[config.mk]
export PLATFORM = sky130hd
export DESIGN_NAME = imm_ext_pipe_flat
export DESIGN_NICKNAME = d
export VERILOG_FILES = /design/src/rtl/imm_pkg.sv /design/src/rtl/imm_ext_pipe_if.sv /design/src/rtl/imm_ext_core.sv /design/src/rtl/imm_ext_pipe.sv /design/src/flat_wrapper.sv
export SDC_FILE = /design/constraint.sdc
export NUM_CORES = 1
export LEC_CHECK = 0
export BUFFER_PORTS_ARGS = -buffer_cell sky130_fd_sc_hd__buf_2
export CORE_ASPECT_RATIO = 0.7
export CORE_MARGIN = 10
export CORE_UTILIZATION = 30
export DETAILED_ROUTE_END_ITERATION = 10
export PLACE_DENSITY = 0.54
export RECOVER_POWER = 25
export SYNTH_ARGS = -nofsm -noshare
export SYNTH_HDL_FRONTEND = slang
export SYNTH_SLANG_ARGS = --single-unit
[constraint.sdc]
create_clock -name clk -period 1.7 [get_ports clk]
set_clock_uncertainty 0.1 [all_clocks]
set_input_delay 0.17 -clock clk [delete_from_list [all_inputs] [get_ports clk]]
set_output_delay 0.17 -clock clk [all_outputs]
set_load 0.05 [all_outputs]
[src/rtl/imm_pkg.sv]
// Shared encodings for the immediate extension pipe: extension modes and skid-buffer states.
package imm_pkg;

    typedef enum logic [1:0] {
        MODE_SIGN   = 2'b00,
        MODE_ZERO   = 2'b01,
        MODE_UPPER  = 2'b10,
        MODE_BRANCH = 2'b11
    } mode_e;

    typedef enum logic [1:0] {
        ST_EMPTY = 2'b00,
        ST_ONE   = 2'b01,
        ST_FULL  = 2'b10
    } state_e;

endpackage

[src/rtl/imm_ext_pipe_if.sv]
// Handshake bundle for imm_ext_pipe: input offer, output result, flush and delivery count.
interface imm_ext_pipe_if #(
    parameter int IN_W  = 16,
    parameter int OUT_W = 32,
    parameter int TAG_W = 5
);
    logic              in_valid;
    logic              in_ready;
    logic [IN_W-1:0]   in_imm;
    logic [1:0]        in_mode;
    logic [TAG_W-1:0]  in_tag;
    logic              flush;
    logic              out_valid;
    logic              out_ready;
    logic [OUT_W-1:0]  out_imm;
    logic [TAG_W-1:0]  out_tag;
    logic [15:0]       out_count;

    modport master (
        output in_valid, in_imm, in_mode, in_tag, flush, out_ready,
        input  in_ready, out_valid, out_imm, out_tag, out_count
    );

    modport slave (
        input  in_valid, in_imm, in_mode, in_tag, flush, out_ready,
        output in_ready, out_valid, out_imm, out_tag, out_count
    );
endinterface

[src/rtl/imm_ext_core.sv]
// Combinational immediate extender: SIGN, ZERO, UPPER or BRANCH (sign-extended, <<2).
// Zero latency, no state, no backpressure.
module imm_ext_core
    import imm_pkg::*;
#(
    parameter int IN_W  = 16,
    parameter int OUT_W = 32
) (
    input  logic [IN_W-1:0]  imm,
    input  mode_e            mode,
    output logic [OUT_W-1:0] ext
);
    if (IN_W < 2 || IN_W >= OUT_W) begin : g_bad_width
        $error("imm_ext_core: IN_W must lie in 2..OUT_W-1");
    end

    logic [OUT_W-1:0] sign_ext;
    logic [OUT_W-1:0] zero_ext;
    logic [OUT_W-1:0] upper_ext;

    assign sign_ext  = {{(OUT_W-IN_W){imm[IN_W-1]}}, imm};
    assign zero_ext  = {{(OUT_W-IN_W){1'b0}}, imm};
    assign upper_ext = {imm, {(OUT_W-IN_W){1'b0}}};

    always_comb begin
        ext = sign_ext;
        case (mode)
            MODE_SIGN:   ext = sign_ext;
            MODE_ZERO:   ext = zero_ext;
            MODE_UPPER:  ext = upper_ext;
            // top two bits of the sign result fall off silently
            MODE_BRANCH: ext = {sign_ext[OUT_W-3:0], 2'b00};
            default:     ext = sign_ext;
        endcase
    end
endmodule

[src/rtl/imm_ext_pipe.sv]
// Immediate extension stage feeding a 2-entry skid FIFO of finished results plus tag.
// Latency 1 cycle when empty; in_ready registered, low only when both entries are held.
module imm_ext_pipe
    import imm_pkg::*;
#(
    parameter int IN_W  = 16,
    parameter int OUT_W = 32,
    parameter int TAG_W = 5
) (
    input  logic         clk,
    input  logic         reset,
    imm_ext_pipe_if.slave bus
);
    typedef struct packed {
        logic [OUT_W-1:0] imm;
        logic [TAG_W-1:0] tag;
    } entry_t;

    state_e           state_q;
    state_e           state_d;
    entry_t           head_q;
    entry_t           skid_q;
    entry_t           in_ent;
    logic             in_ready_q;
    logic             out_valid;
    logic             in_xfer;
    logic             out_xfer;
    logic             load_head;
    logic             load_skid;
    logic [15:0]      count_q;
    logic [OUT_W-1:0] ext;

    imm_ext_core #(.IN_W(IN_W), .OUT_W(OUT_W)) u_core (
        .imm  (bus.in_imm),
        .mode (mode_e'(bus.in_mode)),
        .ext  (ext)
    );

    assign in_ent.imm = ext;
    assign in_ent.tag = bus.in_tag;

    // in_ready follows the next state so it never sees out_ready combinationally
    always_ff @(posedge clk) begin
        if (reset) begin
            state_q    <= ST_EMPTY;
            in_ready_q <= 1'b1;
        end else begin
            state_q    <= state_d;
            in_ready_q <= (state_d != ST_FULL);
        end
    end

    always_comb begin
        state_d = state_q;
        if (bus.flush) begin
            state_d = ST_EMPTY;
        end else begin
            case (state_q)
                ST_EMPTY: if (in_xfer) state_d = ST_ONE;
                ST_ONE: begin
                    if (in_xfer && !out_xfer)      state_d = ST_FULL;
                    else if (!in_xfer && out_xfer) state_d = ST_EMPTY;
                end
                ST_FULL:  if (out_xfer) state_d = ST_ONE;
                default:  state_d = ST_EMPTY;
            endcase
        end
    end

    always_comb begin
        out_valid = (state_q != ST_EMPTY);
        in_xfer   = bus.in_valid && in_ready_q;
        out_xfer  = out_valid && bus.out_ready;
        load_head = 1'b0;
        load_skid = 1'b0;
        if (!bus.flush) begin
            case (state_q)
                ST_EMPTY: load_head = in_xfer;
                ST_ONE: begin
                    load_head = in_xfer && out_xfer;
                    load_skid = in_xfer && !out_xfer;
                end
                ST_FULL:  load_head = out_xfer;
                default:  ;
            endcase
        end
    end

    always_ff @(posedge clk) begin
        if (reset) begin
            head_q  <= '0;
            skid_q  <= '0;
            count_q <= '0;
        end else begin
            if (load_head) head_q <= (state_q == ST_FULL) ? skid_q : in_ent;
            if (load_skid) skid_q <= in_ent;
            if (out_xfer && !bus.flush) count_q <= count_q + 16'd1;
        end
    end

    assign bus.in_ready  = in_ready_q;
    assign bus.out_valid = out_valid;
    assign bus.out_imm   = head_q.imm;
    assign bus.out_tag   = head_q.tag;
    assign bus.out_count = count_q;
endmodule

[src/flat_wrapper.sv]
// flat-port wrapper written by rule: the top's interface ports become plain ports
module imm_ext_pipe_flat import imm_pkg::*;
#(
    parameter int IN_W  = 16,
    parameter int OUT_W = 32,
    parameter int TAG_W = 5
)
  (clk, reset, bus_in_valid, bus_in_imm, bus_in_mode, bus_in_tag, bus_flush, bus_out_ready, bus_in_ready, bus_out_valid, bus_out_imm, bus_out_tag, bus_out_count);
  imm_ext_pipe_if #(.IN_W(IN_W), .OUT_W(OUT_W), .TAG_W(TAG_W)) bus_i ();
  input  logic clk;
  input  logic reset;
  input wire logic [$bits(bus_i.in_valid)-1:0] bus_in_valid;
  input wire logic [$bits(bus_i.in_imm)-1:0] bus_in_imm;
  input wire logic [$bits(bus_i.in_mode)-1:0] bus_in_mode;
  input wire logic [$bits(bus_i.in_tag)-1:0] bus_in_tag;
  input wire logic [$bits(bus_i.flush)-1:0] bus_flush;
  input wire logic [$bits(bus_i.out_ready)-1:0] bus_out_ready;
  output wire logic [$bits(bus_i.in_ready)-1:0] bus_in_ready;
  output wire logic [$bits(bus_i.out_valid)-1:0] bus_out_valid;
  output wire logic [$bits(bus_i.out_imm)-1:0] bus_out_imm;
  output wire logic [$bits(bus_i.out_tag)-1:0] bus_out_tag;
  output wire logic [$bits(bus_i.out_count)-1:0] bus_out_count;
  assign bus_i.in_valid = bus_in_valid;
  assign bus_i.in_imm = bus_in_imm;
  assign bus_i.in_mode = bus_in_mode;
  assign bus_i.in_tag = bus_in_tag;
  assign bus_i.flush = bus_flush;
  assign bus_i.out_ready = bus_out_ready;
  assign bus_in_ready = bus_i.in_ready;
  assign bus_out_valid = bus_i.out_valid;
  assign bus_out_imm = bus_i.out_imm;
  assign bus_out_tag = bus_i.out_tag;
  assign bus_out_count = bus_i.out_count;
  imm_ext_pipe #(.IN_W(IN_W), .OUT_W(OUT_W), .TAG_W(TAG_W)) u_core (.clk(clk), .reset(reset), .bus(bus_i));
endmodule
; Word-level counts from Yosys, hierarchy flattened
; Index checks and enable logic that the tools add are counted.
[classes]
addsub = 1
eq_ne = 6
n_mux = 12
n_reduce_logical = 12
[op_table]
columns = cell, count
row1 = $pmux 32 s4, 1
row2 = $mux 37, 1
row3 = $add 16x1->16 const B, 1
row4 = $mux 2, 5
row5 = $eq 2x2->1 const B, 3
row6 = $logic_and 1x1->1, 6
row7 = $pmux 2 s3, 1
row8 = $eq 2x1->1 const B, 2
row9 = $logic_not 2->1, 2
row10 = $logic_not 1->1, 3
row11 = $mux 1, 3
row12 = $pmux 1 s3, 1
row13 = $ne 2x2->1 const B, 1
row14 = $reduce_bool 2->1, 1
[word_totals]
register_bits = 93
inputBits = 28
output_inout_bits = 55
word_cells = 38

; Depth between registers and ports, before layout
; Gate-level depths: netlist (run 1).
[logic_depth]
word_depth = 8
ltp_mapped = 7

; Hierarchy
; A second synthesis (run 1) with hierarchy kept.
[hier_totals]
hier_cells = 497
hier_area_um2 = 4400.5
[by_module_without_submodules]
columns = mod, instances, cells_per_inst, area_per_inst_um2, seq_area_each_um2
row1 = imm_ext_pipe, 1, 437, 3888.7, 1861.8
row2 = imm_ext_core, 1, 60, 511.7, 0.0

; Worst setup path after synthesis (run 1)
; No wires, ideal clock.
[synth_path]
kind = register to register
from = register u_core.count_q[4] (netlist: u_core.bus.out_count[4])
to = register u_core.count_q[14] (netlist: u_core.bus.out_count[14])
arrival_time_ns = 2.054
required_time_ns = 1.477
path_slack_ns = -0.577
path_stages_with_launch = 5
period_less_slack_ns = 2.277
path_cell_list = dfxtp_1 -> and4_4 -> nand4_4 -> or4b_1 -> mux2_1
[synth_via]
elab_chain_cells = 1
[synth_lines]
columns = item, line
row1 = from (decl), imm_ext_pipe.sv:30  ; logic [15:0] count_q;
row2 = from (signal assigned), imm_ext_pipe.sv:97  ; if (out_xfer && !bus.flush) count_q <= count_q + 16'd1;
row3 = $add 16x1->16, imm_ext_pipe.sv:97
; Every way passes these cells.
; A chain may end at the register's enable or synchronous reset.

; Worst setup path in the final report (run 1)
[layout_path]
from = register u_core.state_q[1]
to = register u_core.head_q, in the netlist u_core.bus.out_imm[14]
[layout_via]
elab_chain_cells = 5
[layout_lines]
columns = item, line
row1 = from (decl), imm_ext_pipe.sv:19  ; state_e state_q;
row2 = from (signal assigned), imm_ext_pipe.sv:48  ; state_q <= state_d;
row3 = $reduce_bool 2->1, imm_ext_pipe.sv:71  ; out_valid = (state_q != ST_EMPTY);
row4 = $logic_and 1x1->1, imm_ext_pipe.sv:73  ; out_xfer = out_valid && bus.out_ready;
row5 = $logic_and 1x1->1, imm_ext_pipe.sv:80  ; load_head = in_xfer && out_xfer;
row6 = $pmux 1 s3, imm_ext_pipe.sv:77  ; case (state_q)
row7 = $mux 1, imm_ext_pipe.sv:76  ; if (!bus.flush) begin
row8 = to (signal assigned), imm_ext_pipe.sv:95  ; if (load_head) head_q <= (state_q == ST_FULL) ? skid_q : in_ent;
row9 = to (decl), imm_ext_pipe.sv:21  ; entry_t head_q;
; Parallel ways exist; a longest one is shown, timed or not.

==> out/results.ini, run 1 <==
[power_and_ir_drop]
power_switching_share_pct = 26.2
p_total_mw = 5.16
p_int_mw = 3.81
pwr-share-clk_pct = 41.2
power_frac_seq_pct = 43.8
powerDensity_nw_per_um2 = 848
leakagePower_nw = 2.40
switchingPower_mw = 1.35
combPwrFrac_pct = 15.0
peakVddDrop_mv = 0.624

[floorplan]
core.rowCount = 35
die_x_um = 161
core_um2 = 13400
ios = 83
initial_core_util_pct = 31.2
dieArea_um2 = 19100
die_y_um = 119

[flow_run]
maxCapViolCount = 0

[timing]
hold_violations = 0
drv_slew = 0
fmax_mhz = 567
whs_ps = 27.7
rsz0062_at_grt = true
setup_viol = 24
worst_slew_pin_slew_ps = 647
setup_ws_ps = -65.1
fin_crit_ps = 1770
relSlewSlack_pct = 57.1
fin_crit_sh_pct = 104

[setup_path]
cp.buffers_inverters = 2
cp_top_family = compound AO/OA/AOI/OAI gates
cpMaxStageDelayCell = a31oi_4
startpoint_type = flip-flop
crit_required_ps = 1870
worstPathMaxFanout = 8
reg2reg_depth = 6
cp_common_cell = buf_12
cp.depth = 6
critPathMaxStageDelay_ps = 450
crit_arrival_ps = 1940
path_cells = and3b_2, a31oi_4, buf_12, buf_12, nand2_1, a21oi_2
reg2reg_slack_ps = -70
critPathCaptureType = flip-flop
worstSetupPathType = flip-flop to flip-flop

[finish]
syn2layout_area_growth_pct = 46.4
fin_nets = 643
drive_gt1_share_pct = 34.6
diodes = 0
stdcell_count = 804
post-route-util_pct = 45.6

[grt]
grt_pass1_vias = 3807
grt_antenna_before_repair = 0
groute.usage.overall_pct = 13.0
grt_pass1_wl_um = 20700
grt_max_degree = 33
grt_overflow = 0

[routing]
drtAntennaViolNets = 0
post_drt_via_cell_ratio = 5.16
drt-wirelength-per-cell_um = 17.2
dr.pass1.iters = 4
first_iter_violations = 298
vias = 4147
drc = 0
totalWireLength_um = 13900

[yosys]
syn_nets = 531
synth-main-ff-cell = dfxtp_1
yosysTopAreaCell = dfxtp_1
ys_ff_latch = 93
ys_seq_area_share_pct = 44.7
yosys_warnings = 0
ys_types = 46
synth.most_common_cell = dfxtp_1
synth_area_leaders = dfxtp_1 (45%), a211oi_1 (7.9%), nor2_1 (7.1%)
synth_common_cells = dfxtp_1 (93), nor2_1 (79), nand2_1 (50)
async_flop_share_pct = 0
synth_area_um2 = 4160
yosysTopAreaCellShare_pct = 44.7
postSynthAreaPerCell_um2 = 8.29
synthCells = 502
synth-edff-count = 0

[worst_hold_path]
hp-class = primary input to flip-flop
min_path_cells = 3

[clock_tree]
cts-root-buf = clkbuf_16
path_clk_slew_ps = 60
cts_tree = yes
clk_path_buf_depth = 2
clk_latency_ps = 330
numCtsBuffers = 9
cts-htree-levels = 3
clock-sinks = 93

[placement]
dp_hpwl_um = 9330
io_buffers = 82
gp_congestion = 0.808
place_inst = 771

[run_status]
status = finished, violations left
failed_checks = negative setup slack

-- what timing repair did --
item	in CTS	in global routing
resized for setup	3	80
gates cloned	0	7
endpoints found under the setup margin	20	62
endpoints found under the hold margin	5	0
hold buffers	5	0
pin swaps	4	35
setup buffers	2	4
-- logic make-up after synthesis --
kind of cell    Yosys count  share of synthesized area (%)
xor+xnor                  8                           1.68
simple gates            210                           24.4
buf+inv                  51                           4.87
compound gates          136                           23.2
fa+ha+maj                 1                          0.301
mux                       3                          0.782
flops                    93                           44.7
-- final cells by class --
class	instances	area, um2
fill	1321	7260
multi-input combinational	359	2490
sequential	93	1900
timing repair buffer	145	1120
clock buffer	14	285
tap	185	231
clock inverter	2	36.3
inverter	6	25.0
-- power by group through the flow --
stage / Sequential (mW) / Clock [mW] / Combinational [mW]
after floorplan: 2.45 / 0 / 0.254
after global placement: 2.30 / 0 / 0.645
after detailed placement: 2.30 / 0 / 0.651
after CTS: 2.26 / 2.17 / 0.665
after global routing: 2.27 / 2.28 / 0.830
final: 2.26 / 2.13 / 0.777
-- final timing paths --
path | from | endpoint
worst min-delay path | bus_in_imm[0] | u_core.skid_q[5]
worst min register to register | u_core.skid_q[2] | u_core.skid_q[2]
worst max register to register | u_core.state_q[1] | u_core.bus.out_imm[14]
worst max-delay path | u_core.state_q[1] | u_core.bus.out_imm[14]
-- state kept, by name, summed over array words and instances, names as in the netlist --
name / count
u_core.bus.out_tag: 5
u_core.bus.out_imm: 32
u_core.bus.in_ready: 1
u_core.skid_q: 37
u_core.bus.out_count: 16
u_core.state_q: 2
-- metal layers --
metal / part of all wire, % / GRT usage, % / vias to the layer above
met5: 0 / 0 / -
met4: 0.92 / 2.89 / 0
met3: 6.8 / 4.61 / 11
met2: 44 / 19.0 / 101
met1: 48 / 18.0 / 1986
li1: - / - / 2049
-- metrics by stage --
stage | setup WS (ps) | cell area, um2 | TNS (ps)
after floorplan | -203 | 4220 | -628
after global placement | -77.8 | 5170 | -477
after detailed placement | -119 | 5170 | -334
after CTS | -72.1 | 5570 | -249
after global routing | -124 | 6090 | -2360
final | -65.1 | 6090 | -962
-- cells in the final DEF (no fill, tap or decap), types with 5 or more instances in the layout --
cell type       n
a211o_1        14
a211oi_1       35
a211oi_2        9
a21oi_1        20
a21oi_2        15
a22oi_1         9
a311oi_1        6
and3_1          8
buf_12         13
buf_2          58
buf_4          37
buf_6           5
clkbuf_1       25
clkbuf_16      14
dfxtp_1        79
dfxtp_2         5
dfxtp_4         9
dlygate4sd3_1   5
inv_1           5
nand2_1        39
nand2_4         7
nand3_1         7
nand3b_1       15
nor2_1         78
nor3_1         18
nor4_1          5
o41ai_2        11
xnor2_1         7
-- worst min-delay path, stage by stage --
cell and delay (ps):
buf_2 130, nand3_1 60, a21oi_1 50
(Power assumes the default switching activity.)
==> inputs of run 2 (changes only) <==
- SYNTH_HIERARCHICAL: not set -> 1
==> run 2 against run 1 <==
The flow now finishes without violations. Synthesized area rose by 5.7%. Synthesized cell count fell by 1.0%. Sequential power barely moved. Highest routed layer unchanged. Via count fell by 2.9%.
==> out/results.ini, run 2 <==
[run_status]
status = complete, no violations

[flow_run]
maxCapViolCount = 0  ; unchanged

[yosys]
synth-edff-count = 0  ; unchanged
synth_area_um2 = 4400  ; +5.7%
synth-main-ff-cell = dfxtp_1
ys_types = 49  ; +6.5%
synthCells = 497  ; -1.0%
postSynthAreaPerCell_um2 = 8.85  ; +6.8%
yosys_warnings = 6  ; +6
yosysTopAreaCellShare_pct = 42.3  ; -2.4 points
async_flop_share_pct = 0  ; unchanged
syn_nets = 526  ; -0.94%
ys_seq_area_share_pct = 42.3  ; -2.4 points
synth_common_cells = dfxtp_1 (93), a21oi_1 (83), nand2_1 (81)
synth.most_common_cell = dfxtp_1
ys_ff_latch = 93  ; unchanged
yosysTopAreaCell = dfxtp_1
synth_area_leaders = dfxtp_1 (42%), mux2i_1 (12%), a21oi_1 (9.4%)

[clock_tree]
cts-htree-levels = 3  ; unchanged
clk_path_buf_depth = 2  ; unchanged
numCtsBuffers = 9  ; unchanged
clock-sinks = 93  ; unchanged
cts-root-buf = clkbuf_16
clk_latency_ps = 340  ; about the same
path_clk_slew_ps = 60  ; about the same
cts_tree = yes

[timing]
whs_ps = 9.78  ; -17.9 ps
drv_slew = 0  ; unchanged
fin_crit_ps = 1670  ; -95.7 ps
relSlewSlack_pct = 57.0  ; -0.059 points
fin_crit_sh_pct = 98.2  ; -5.6 points
fmax_mhz = 599  ; +5.7%
hold_violations = 0  ; unchanged
rsz0062_at_grt = true
setup_ws_ps = 30.7  ; +95.7 ps
setup_viol = 0  ; -100%
worst_slew_pin_slew_ps = 648  ; +0.893 ps

[grt]
grt_pass1_vias = 3673  ; -3.5%
grt-busiest-layer = met2
grt_pass1_wl_um = 20100  ; -3.0%
grt_overflow = 0  ; unchanged
grt_max_degree = 62  ; +88%
grt_use_met1_pct = 17.6  ; -0.36 points
met3_usage_pct = 3.39  ; -1.2 points
grt_antenna_before_repair = 0  ; unchanged
met2_usage_pct = 18.0  ; -0.94 points
groute.usage.overall_pct = 12.3  ; -0.68 points

[finish]
fillCellCount = 1420  ; +7.5%
mostFrequentLayoutCells = a21oi_1 (81), dfxtp_1 (81), nand2_1 (79)
syn2layout_area_growth_pct = 31.5
drive_gt1_share_pct = 27.1  ; -7.5 points
diodes = 0  ; unchanged
largest_reg_flops = 37  ; unchanged
fin_nets = 611  ; -5.0%
multiInputGateArea_um2 = 2450  ; -1.5%
register_area_um2 = 1890  ; -0.53%
top_register = u_core/skid_q
fin_area_um2 = 5790  ; -5.0%

[setup_path]
worstPathMaxFanout = 4  ; -4
crit_required_ps = 1830  ; -40 ps
path_cells = ha_4, nand2_2, or3_4, buf_4, o31a_1, o21ba_2
critPathMaxStageDelay_ps = 360  ; -90 ps
reg2reg_slack_ps = 30  ; +100 ps
critPathCaptureType = flip-flop
crit_arrival_ps = 1800  ; -140 ps
startpoint_type = flip-flop
cpMaxStageDelayCell = dfxtp_4
worstSetupPathType = flip-flop to flip-flop

[placement]
io_buffers = 82  ; unchanged
dp_slack_ps = -43.4  ; +75.3 ps
gp_congestion = 0.822  ; +1.8%
dp_hpwl_um = 9160  ; -1.8%
placement.cell_area_um2 = 5160  ; -0.22%

[routing]
drc = 0  ; unchanged
dr.pass1.iters = 4  ; unchanged
drt-wirelength-per-cell_um = 17.7  ; +2.9%
drtAntennaViolNets = 0  ; unchanged
post_drt_via_cell_ratio = 5.18  ; +0.48%
first_iter_violations = 298  ; unchanged
totalWireLength_um = 13800  ; -0.55%
vias = 4027  ; -2.9%

[power_and_ir_drop]
leakagePower_nw = 2.35  ; -1.9%
p_int_mw = 3.68  ; -3.5%
power_switching_share_pct = 28.8  ; +2.6 points
pwr-share-clk_pct = 38.9  ; -2.3 points
combPwrFrac_pct = 17.1  ; +2.1 points
powerDensity_nw_per_um2 = 893  ; +5.4%
p_total_mw = 5.17  ; about the same
peakVddDrop_mv = 0.467  ; -25%
power_frac_seq_pct = 44.1  ; +0.3 points
switchingPower_mw = 1.49  ; +10%

[floorplan]
initial_core_util_pct = 31.1  ; -0.044 points
die_x_um = 165  ; +2.5%
ios = 83  ; unchanged
dieArea_um2 = 20000  ; +4.9%
core_um2 = 14100  ; +5.9%
die_y_um = 121  ; +2.4%
core.rowCount = 36  ; +2.9%

[worst_hold_path]
hp-class = primary input to flip-flop

==> run 2: timing repair <==
action,CTS,global route
pin swaps,4,10
hold endpoints to repair,4,0
hold buffers,4,0
gates cloned,0,5
endpoints found under the setup margin,16,47
setup buffers,0,1
gates resized for setup,5,27
==> run 2: final timing paths <==
| check | startpoint | depth (start not counted) | end |
|---|---|---|---|
| hold reg to reg | u_core/skid_q[12] | 2 | u_core/skid_q[12] |
| hold / removal | bus_in_tag[1] | 3 | u_core/skid_q[1] |
| setup / recovery | u_core/bus.out_count[1] | 6 | u_core/bus.out_count[14] |
| setup reg to reg | u_core/bus.out_count[1] | 6 | u_core/bus.out_count[14] |
==> run 2: metrics by stage <==
step,std cells,setup TNS [ps],util [%]
floorplan,497,-329,-
global placement,751,-2.47,36.5
detailed placement,751,-182,36.5
CTS,771,0,39.1
global route,777,-387,40.9
finish,777,0,40.9
==> run 2: metal layers <==
layer	vias up	part of all wire, %
met4	0	0.50
met2	113	44
met1	1911	49
li1	1995	-
met3	8	6.4
met5	-	0
==> run 2: cell families (layout without fill, tap and decap cells) <==
| family | after synthesis | in the layout | share of synthesized area, % |
|---|---|---|---|
| buffers and inverters | 53 | 143 | 6.23 |
| XOR/XNOR | 8 | 8 | 1.59 |
| flip-flops | 93 | 93 | 42.3 |
| AO/OA/AOI/OAI | 162 | 162 | 23.7 |
| adder cells (fa/ha/maj) | 1 | 1 | 0.284 |
| multiplexers | 52 | 52 | 11.8 |
| AND/OR/NAND/NOR | 128 | 128 | 14.1 |
==> run 2: layout make-up <==
cell class                 count  share of cell area [%]
multi-input combinational    351                    42.4
sequential                    93                    32.7
timing repair buffer         121                    15.2
clock buffer                  12                    4.80
tap                          190                    4.11
clock inverter                 4                   0.476
inverter                       6                   0.389
==> run 2: power groups by stage <==
stage	Combinational, mW	Sequential [mW]	Clock (mW)
2_1_floorplan	0.365	2.54	0
3_5_place_dp	0.823	2.33	0
6_report	0.882	2.28	2.01
4_1_cts	0.838	2.28	2.07
3_3_place_gp	0.815	2.32	0
5_1_grt	0.939	2.29	2.17
==> run 2: critical path, delay by kind of cell, from the launching register on <==
kind | cells | cell delay [ps]
compound gates | 2 | 420
fa+ha+maj | 1 | 130
buf+inv | 1 | 160
flops | 1 | 360
simple gates | 2 | 390
